**src/rtl/riscv_pkg.sv**
```systemverilog
// rtl/riscv_pkg.sv - shared fetch-stage types, constants and helpers
package riscv_pkg;

  localparam int XLEN = 32;
  localparam logic [XLEN-1:0] RESET_PC_DEFAULT = 32'h0000_0000;
  localparam logic [XLEN-1:0] PC_INCR = 32'd4;

  typedef enum logic [1:0] {
    IDLE = 2'd0,
    REQ  = 2'd1,
    WAIT = 2'd2
  } fetch_state_e;

  function automatic logic [XLEN-1:0] word_align(input logic [XLEN-1:0] addr);
    return addr & 32'hFFFF_FFFC;
  endfunction

endpackage

```
**src/rtl/fetch_redirect_unit_if.sv**
```systemverilog
// rtl/fetch_redirect_unit_if.sv - instruction-memory and decode handshake bundle
interface fetch_redirect_unit_if;
  import riscv_pkg::*;

  logic            imem_req;
  logic [XLEN-1:0] imem_addr;
  logic            imem_gnt;
  logic            imem_rvalid;
  logic [XLEN-1:0] imem_rdata;
  logic            if_valid;
  logic [XLEN-1:0] if_pc;
  logic [XLEN-1:0] if_instr;
  logic            id_ready;

  modport master (
    output imem_req, imem_addr, if_valid, if_pc, if_instr,
    input  imem_gnt, imem_rvalid, imem_rdata, id_ready
  );

  modport slave (
    input  imem_req, imem_addr, if_valid, if_pc, if_instr,
    output imem_gnt, imem_rvalid, imem_rdata, id_ready
  );

endinterface

```
**src/rtl/fetch_redirect_unit_pc_next_sel.sv**
```systemverilog
// rtl/fetch_redirect_unit_pc_next_sel.sv - redirect decode and next-PC selection
module pc_next_sel
  import riscv_pkg::*;
(
  input  logic            ex_is_branch,
  input  logic            ex_is_jump,
  input  logic            br_true,
  input  logic [XLEN-1:0] ex_target,
  input  logic [XLEN-1:0] pc_q,
  input  logic            advance,
  output logic            redirect,
  output logic            misalign,
  output logic [XLEN-1:0] pc_next
);

  assign redirect = ex_is_jump | (ex_is_branch & br_true);
  // bit1 is flagged but still followed; bit0 is dropped as JALR does
  assign misalign = redirect & ex_target[1];

  always_comb begin
    pc_next = pc_q;
    if (redirect) begin
      pc_next = word_align(ex_target);
    end else if (advance) begin
      pc_next = pc_q + PC_INCR;
    end
  end

endmodule

```
**src/rtl/fetch_redirect_unit.sv**
```systemverilog
// rtl/fetch_redirect_unit.sv - fetch stage: PC, imem requests, redirect squash, output register
module fetch_redirect_unit #(
  parameter int              XLEN     = riscv_pkg::XLEN,
  parameter logic [XLEN-1:0] RESET_PC = riscv_pkg::RESET_PC_DEFAULT
) (
  input  logic                        clk,
  input  logic                        rst_n,
  input  logic                        ex_is_branch,
  input  logic                        ex_is_jump,
  input  logic                        br_true,
  input  logic [XLEN-1:0]             ex_target,
  fetch_redirect_unit_if.master       bus,
  output logic                        flush_o,
  output logic                        misalign_o
);
  import riscv_pkg::*;

  fetch_state_e    state;
  logic [XLEN-1:0] pc_q;
  logic [XLEN-1:0] fetch_pc_q;
  logic [XLEN-1:0] if_pc_q;
  logic [XLEN-1:0] if_instr_q;
  logic            valid_q;
  logic            kill_q;

  logic            redirect;
  logic            misalign;
  logic [XLEN-1:0] pc_next;
  logic            if_valid;
  logic            handshake;
  logic            slot_free;
  logic            advance;

  pc_next_sel u_pc_next_sel (
    .ex_is_branch (ex_is_branch),
    .ex_is_jump   (ex_is_jump),
    .br_true      (br_true),
    .ex_target    (ex_target),
    .pc_q         (pc_q),
    .advance      (advance),
    .redirect     (redirect),
    .misalign     (misalign),
    .pc_next      (pc_next)
  );

  assign if_valid  = valid_q & ~redirect;
  assign handshake = if_valid & bus.id_ready;
  // only request when the output register will be empty by the time data returns
  assign slot_free = ~valid_q | handshake;
  assign advance   = bus.imem_req & bus.imem_gnt;

  assign bus.imem_req  = (state == REQ) & ~redirect & slot_free;
  assign bus.imem_addr = (state == REQ) ? pc_q : '0;
  assign bus.if_valid  = if_valid;
  assign bus.if_pc     = if_pc_q;
  assign bus.if_instr  = if_instr_q;
  assign flush_o       = redirect & rst_n;
  assign misalign_o    = misalign & rst_n;

  always_ff @(posedge clk or negedge rst_n) begin
    if (!rst_n) begin
      state      <= IDLE;
      pc_q       <= RESET_PC;
      fetch_pc_q <= '0;
      if_pc_q    <= '0;
      if_instr_q <= '0;
      valid_q    <= 1'b0;
      kill_q     <= 1'b0;
    end else begin
      pc_q <= pc_next;
      if (redirect || handshake) begin
        valid_q <= 1'b0;
      end
      unique case (state)
        IDLE: state <= REQ;
        REQ: begin
          if (advance) begin
            fetch_pc_q <= pc_q;
            state      <= WAIT;
          end
        end
        WAIT: begin
          if (bus.imem_rvalid) begin
            if (!kill_q && !redirect) begin
              valid_q    <= 1'b1;
              if_instr_q <= bus.imem_rdata;
              if_pc_q    <= fetch_pc_q;
            end
            kill_q <= 1'b0;
            state  <= REQ;
          end else if (redirect) begin
            // the in-flight response belongs to the wrong path
            kill_q <= 1'b1;
          end
        end
        default: state <= IDLE;
      endcase
    end
  end

endmodule
```
**src/flat_wrapper.sv**
```systemverilog
// flat-port wrapper written by rule: the top's interface ports become plain ports
module fetch_redirect_unit_flat import riscv_pkg::*;
#(
  parameter int              XLEN     = riscv_pkg::XLEN,
  parameter logic [XLEN-1:0] RESET_PC = riscv_pkg::RESET_PC_DEFAULT
)
  (clk, rst_n, ex_is_branch, ex_is_jump, br_true, ex_target, flush_o, misalign_o, bus_imem_req, bus_imem_addr, bus_if_valid, bus_if_pc, bus_if_instr, bus_imem_gnt, bus_imem_rvalid, bus_imem_rdata, bus_id_ready);
  fetch_redirect_unit_if bus_i ();
  input  logic clk;
  input  logic rst_n;
  input  logic ex_is_branch;
  input  logic ex_is_jump;
  input  logic br_true;
  input  logic [XLEN-1:0] ex_target;
  output logic flush_o;
  output logic misalign_o;
  output wire logic [$bits(bus_i.imem_req)-1:0] bus_imem_req;
  output wire logic [$bits(bus_i.imem_addr)-1:0] bus_imem_addr;
  output wire logic [$bits(bus_i.if_valid)-1:0] bus_if_valid;
  output wire logic [$bits(bus_i.if_pc)-1:0] bus_if_pc;
  output wire logic [$bits(bus_i.if_instr)-1:0] bus_if_instr;
  input wire logic [$bits(bus_i.imem_gnt)-1:0] bus_imem_gnt;
  input wire logic [$bits(bus_i.imem_rvalid)-1:0] bus_imem_rvalid;
  input wire logic [$bits(bus_i.imem_rdata)-1:0] bus_imem_rdata;
  input wire logic [$bits(bus_i.id_ready)-1:0] bus_id_ready;
  assign bus_imem_req = bus_i.imem_req;
  assign bus_imem_addr = bus_i.imem_addr;
  assign bus_if_valid = bus_i.if_valid;
  assign bus_if_pc = bus_i.if_pc;
  assign bus_if_instr = bus_i.if_instr;
  assign bus_i.imem_gnt = bus_imem_gnt;
  assign bus_i.imem_rvalid = bus_imem_rvalid;
  assign bus_i.imem_rdata = bus_imem_rdata;
  assign bus_i.id_ready = bus_id_ready;
  fetch_redirect_unit #(.XLEN(XLEN), .RESET_PC(RESET_PC)) u_core (.clk(clk), .rst_n(rst_n), .ex_is_branch(ex_is_branch), .ex_is_jump(ex_is_jump), .br_true(br_true), .ex_target(ex_target), .bus(bus_i), .flush_o(flush_o), .misalign_o(misalign_o));
endmodule
```
**config.mk**
```make
export PLATFORM = sky130hd
export DESIGN_NAME = fetch_redirect_unit_flat
export DESIGN_NICKNAME = d
export VERILOG_FILES = /design/src/rtl/riscv_pkg.sv /design/src/rtl/fetch_redirect_unit_if.sv /design/src/rtl/fetch_redirect_unit_pc_next_sel.sv /design/src/rtl/fetch_redirect_unit.sv /design/src/flat_wrapper.sv
export SDC_FILE = /design/constraint.sdc
export NUM_CORES = 1
export LEC_CHECK = 0
export BUFFER_PORTS_ARGS = -buffer_cell sky130_fd_sc_hd__buf_2
export CAP_MARGIN = 20
export CORE_MARGIN = 3
export CORE_UTILIZATION = 48
export CTS_BUF_LIST = sky130_fd_sc_hd__clkbuf_4
export DETAILED_ROUTE_END_ITERATION = 16
export PLACE_DENSITY = 0.78
export SYNTH_ARGS = -nofsm -noshare
export SYNTH_HDL_FRONTEND = slang
export SYNTH_SLANG_ARGS = --single-unit
```
**constraint.sdc**
```tcl
create_clock -name clk -period 1.81 [get_ports clk]
set_clock_uncertainty 0.1 [all_clocks]
set_input_delay 0.0905 -clock clk [delete_from_list [all_inputs] [get_ports clk]]
set_output_delay 0.0905 -clock clk [all_outputs]
set_load 0.01 [all_outputs]
```
==> results list <==
- Run status: finished, violations left
* Violations in the final reports: negative setup slack
* Type of destination of the critical path: flip-flop
* Pin slew with the least headroom to its limit: roughly 0.61 ns
* DRT iter0 DRCs: 407
* Total count of hold-check failures in the final report: 0
- Min-delay src: ex_is_jump
* Critical path required time: ~2.2 ns
* Final count of pins violating max slew: 0
- Routed len/inst: a little under 20 um
- Peak supply drop: slightly below 0.7 mV
- Of the synthesized area, sequential elements account for 55.14%.
- CTS HTree Levels: 4
- The worst hold path belongs to the class in -> reg.
- In the finished design, the share of the clock period the worst path needs comes to 111.7%.
- Total overflow reported by the global router: 0
* Detailed placer's ending HPWL: 10.70 mm
- The die is 115.1 um wide.
* Hold depth: 5
- # DRC: 0
* #FFs+latches synth: roughly 130
- For this design, the sink count on the clock tree is 126.
- Fraction of layout instances using a drive strength above 1: a little under three fifths
- A synthesized cell averages 11.91 um2.
- The die covers around 0.013 mm2.
- Number of max-cap violations: 0
- In this run the cell area of the synthesized design comes to 0.005718 mm2.
- Number of global-route vias before repair: 5491
* Clock-pin slew of the registers on the worst-case setup and hold paths: approximately 0.11 ns
* Total placed cells including tap cells: between 800 and 900
- Counting along the longest clock path gives a buffer depth of 2.
- Count of mapped cells out of synthesis: 480
* Vertical die dimension: between 100 and 150 um
- Highest attainable clock frequency: 494.4 MHz
- The final layout contains routed wiring with a total length of 18.40 mm.
- The count of cells in the finished layout, fillers not included, comes to between 900 and 1000.
- Final nets: approximately 860
- Total routing usage reported by global routing: 27.18%
- Counting cells, the worst reg-to-reg path comes to 5.
- Post-place instance area: approximately 0.0071 mm2
- Setup repair after global routing missed its margin: true
* Root Buffer Master: sky130_fd_sc_hd__clkbuf_4
- Final setup viols: 101
- GP Congestion: 0.8379
- In this run the core area contains 39 standard-cell rows.
- STA classifies the critical path startpoint as a flip-flop.
* Vias per Instance: 5.623
- For this design the ratio of total power to cell area is between 1000 and 1500 mW/mm2.
- Launch point of the worst reg-to-reg path: u_core.pc_q[10]$_DFFE_PN0P_
- The first global-routing pass estimated roughly 28 mm of wire.
* Final worst slack: -0.2126 ns
- Floorplan core area: roughly 0.012 mm2
- The number of antenna violations at the first check in global routing was 1.
- Leakage Power: ~4.4 nW
- Effective utilization at floorplan: around 50%
- The critical path starts at u_core.pc_q[10]$_DFFE_PN0P_.
- Final instance area: 0.009004 mm2
- During synthesis, Yosys emitted a total of 0 warnings.
- Maximum number of pins on one net before global-route repair: around 80
* Via count of the routed design: 5325
- Category of the most critical setup path: reg -> reg
* Number of filler cells placed in the layout: 683
- Worst rel slew slack: roughly 60%
* Number of top-level pins: ~170
* Num CTS Buffers: 17
* Pre-Repair DR Iteration Count: 5
* Area grow syn2layout: 57.46%
- TritonCTS built the clock tree.
* Worst hold slack: 0.04440 ns
- The later pin in the worst-skew pair is clocked with a latency of approximately 0.56 ns.
- Data arrival, critical path: about 2.4 ns
- Routed Antenna Nets: 0
* Peak fanout along the critical path: 9
- Time the final worst path needs with I/O delays and setup: between 2 and 2.5 ns
- Port buffering added 166 buffers.
- Counting distinct cell types in the post-synthesis netlist gives 42.
==> cells in the final DEF (no fill, tap or decap), types with 7 or more instances in the layout <==
| cell | Yosys | final |
|---|---|---|
| sky130_fd_sc_hd__a31oi_1 | 21 | 18 |
| sky130_fd_sc_hd__and2_4 | 0 | 25 |
| sky130_fd_sc_hd__and3_1 | 8 | 7 |
| sky130_fd_sc_hd__buf_12 | 0 | 7 |
| sky130_fd_sc_hd__buf_2 | 2 | 137 |
| sky130_fd_sc_hd__buf_4 | 5 | 56 |
| sky130_fd_sc_hd__buf_6 | 4 | 47 |
| sky130_fd_sc_hd__clkbuf_4 | 0 | 19 |
| sky130_fd_sc_hd__dfrtp_1 | 126 | 126 |
| sky130_fd_sc_hd__dlygate4sd3_1 | 0 | 67 |
| sky130_fd_sc_hd__mux2_2 | 87 | 83 |
| sky130_fd_sc_hd__nand2_1 | 19 | 16 |
| sky130_fd_sc_hd__nand4_1 | 13 | 13 |
| sky130_fd_sc_hd__nor2_1 | 26 | 21 |
| sky130_fd_sc_hd__o21ai_0 | 18 | 12 |
| sky130_fd_sc_hd__o31ai_1 | 18 | 14 |
| sky130_fd_sc_hd__or4_1 | 21 | 13 |
| sky130_fd_sc_hd__or4_4 | 0 | 8 |
==> state kept, by name, summed over array words and instances (netlist names) <==
| register | flops |
|---|---|
| u_core.bus.if_pc | 30 |
| u_core.valid_q | 1 |
| u_core.fetch_pc_q | 30 |
| u_core.state | 2 |
| u_core.bus.if_instr | 32 |
| u_core.kill_q | 1 |
| u_core.pc_q | 30 |
==> worst paths after layout <==
path,endpoint,slack (ns)
min in group asynchronous,u_core.bus.if_pc[19]$_DFFE_PN0P_,0.11
max in group asynchronous,u_core.state[0]$_DFFE_PN0P_,0.99
hold reg to reg,u_core.bus.if_pc[8]$_DFFE_PN0P_,0.40
setup / recovery,u_core.pc_q[17]$_DFFE_PN0P_,-0.21
hold / removal,u_core.valid_q$_DFF_PN0_,0.04
setup reg to reg,u_core.pc_q[17]$_DFFE_PN0P_,-0.21
==> power by group <==
part / switching [mW] / internal [mW] / leakage [nW]
sequential: 0.397 / 3.50 / 1.59
combinational: 1.37 / 1.78 / 2.68
clock: 1.08 / 0.966 / 0.149
==> synth_stat cells (all sizes together) <==
cell,count,share of area (%)
conb,1,0.066
o31ai,18,2.4
or3,6,0.72
nand4b,1,0.15
nor3,2,0.18
nor2b,4,0.44
o21ai,18,1.6
dfrtp,126,55
inv,6,0.39
nand2b,3,0.33
nand3,11,1.1
a21o,1,0.13
a31oi,21,2.3
nor4,2,0.22
and2,29,3.2
mux2i,1,0.18
buf,14,1.8
o211ai,1,0.13
mux2,87,17
clkbuf,23,1.9
and3,9,1.0
xor2,4,0.61
or4,22,2.9
ha,1,0.22
nand2,19,1.2
xnor2,3,0.46
a311oi,1,0.15
a21oi,4,0.35
nor2,26,1.7
and4,2,0.31
nand4,14,1.6
==> critical path: stages (launching register included) <==
cell	delay, ns
sky130_fd_sc_hd__dfrtp_1	0.41
sky130_fd_sc_hd__nand4_4	0.13
sky130_fd_sc_hd__or4_4	0.52
sky130_fd_sc_hd__buf_6	0.16
sky130_fd_sc_hd__or4_1	0.46
sky130_fd_sc_hd__a31oi_1	0.18
==> per-stage QoR <==
step / util [%] / power, mW / TNS [ns] / setup slack (ns)
after global placement: 61.63 / 6.050 / -3.366 / -0.1895
after CTS: 74.19 / 8.656 / -8.816 / -0.1942
final: 78.18 / 9.090 / -10.37 / -0.2126
after global routing: 78.18 / 9.557 / -16.60 / -0.3131
after detailed placement: 61.63 / 6.184 / -5.187 / -0.2773
after floorplan: - / 5.094 / -2.260 / -0.1335
==> kinds of logic after synthesis <==
family / Yosys count / share of synthesized area, %
other: 1 / 0.06558
AO/OA/AOI/OAI: 64 / 7.002
adder cells (fa/ha/maj): 1 / 0.2188
XOR/XNOR: 7 / 1.072
AND/OR/NAND/NOR: 150 / 15.10
buffers and inverters: 43 / 4.092
flip-flops: 126 / 55.14
multiplexers: 88 / 17.31
==> repair_timing <==
item / CTS / global route
setup endpoints to repair: 72 / 140
gates cloned: 4 / 4
endpoints found under the hold margin: 192 / 0
setup buffers: 18 / 10
gates resized for setup: 65 / 91
hold buffers: 67 / 0
pin swaps: 16 / 27
==> area by class of cell <==
cell class,count,area [um2],share of cell area (%)
clock inverter,13,147.6,1.640
sequential,126,3153,35.02
tap,143,178.9,1.987
timing repair buffer,325,2676,29.72
inverter,6,26.28,0.2918
clock buffer,19,142.6,1.584
antenna,1,2.502,0.02779
multi-input combinational,314,2676,29.72
==> layer usage <==
metal  track usage, %  vias to the layer above  routed length [um]
met4            11.58                        0                 553
met5                0                        -                   0
li1                 -                     2359                   -
met1            31.65                     2617                6878
met3            7.368                       58                1507
met2            47.22                      291                9464
Note: power is estimated with default switching activity, not from simulation.
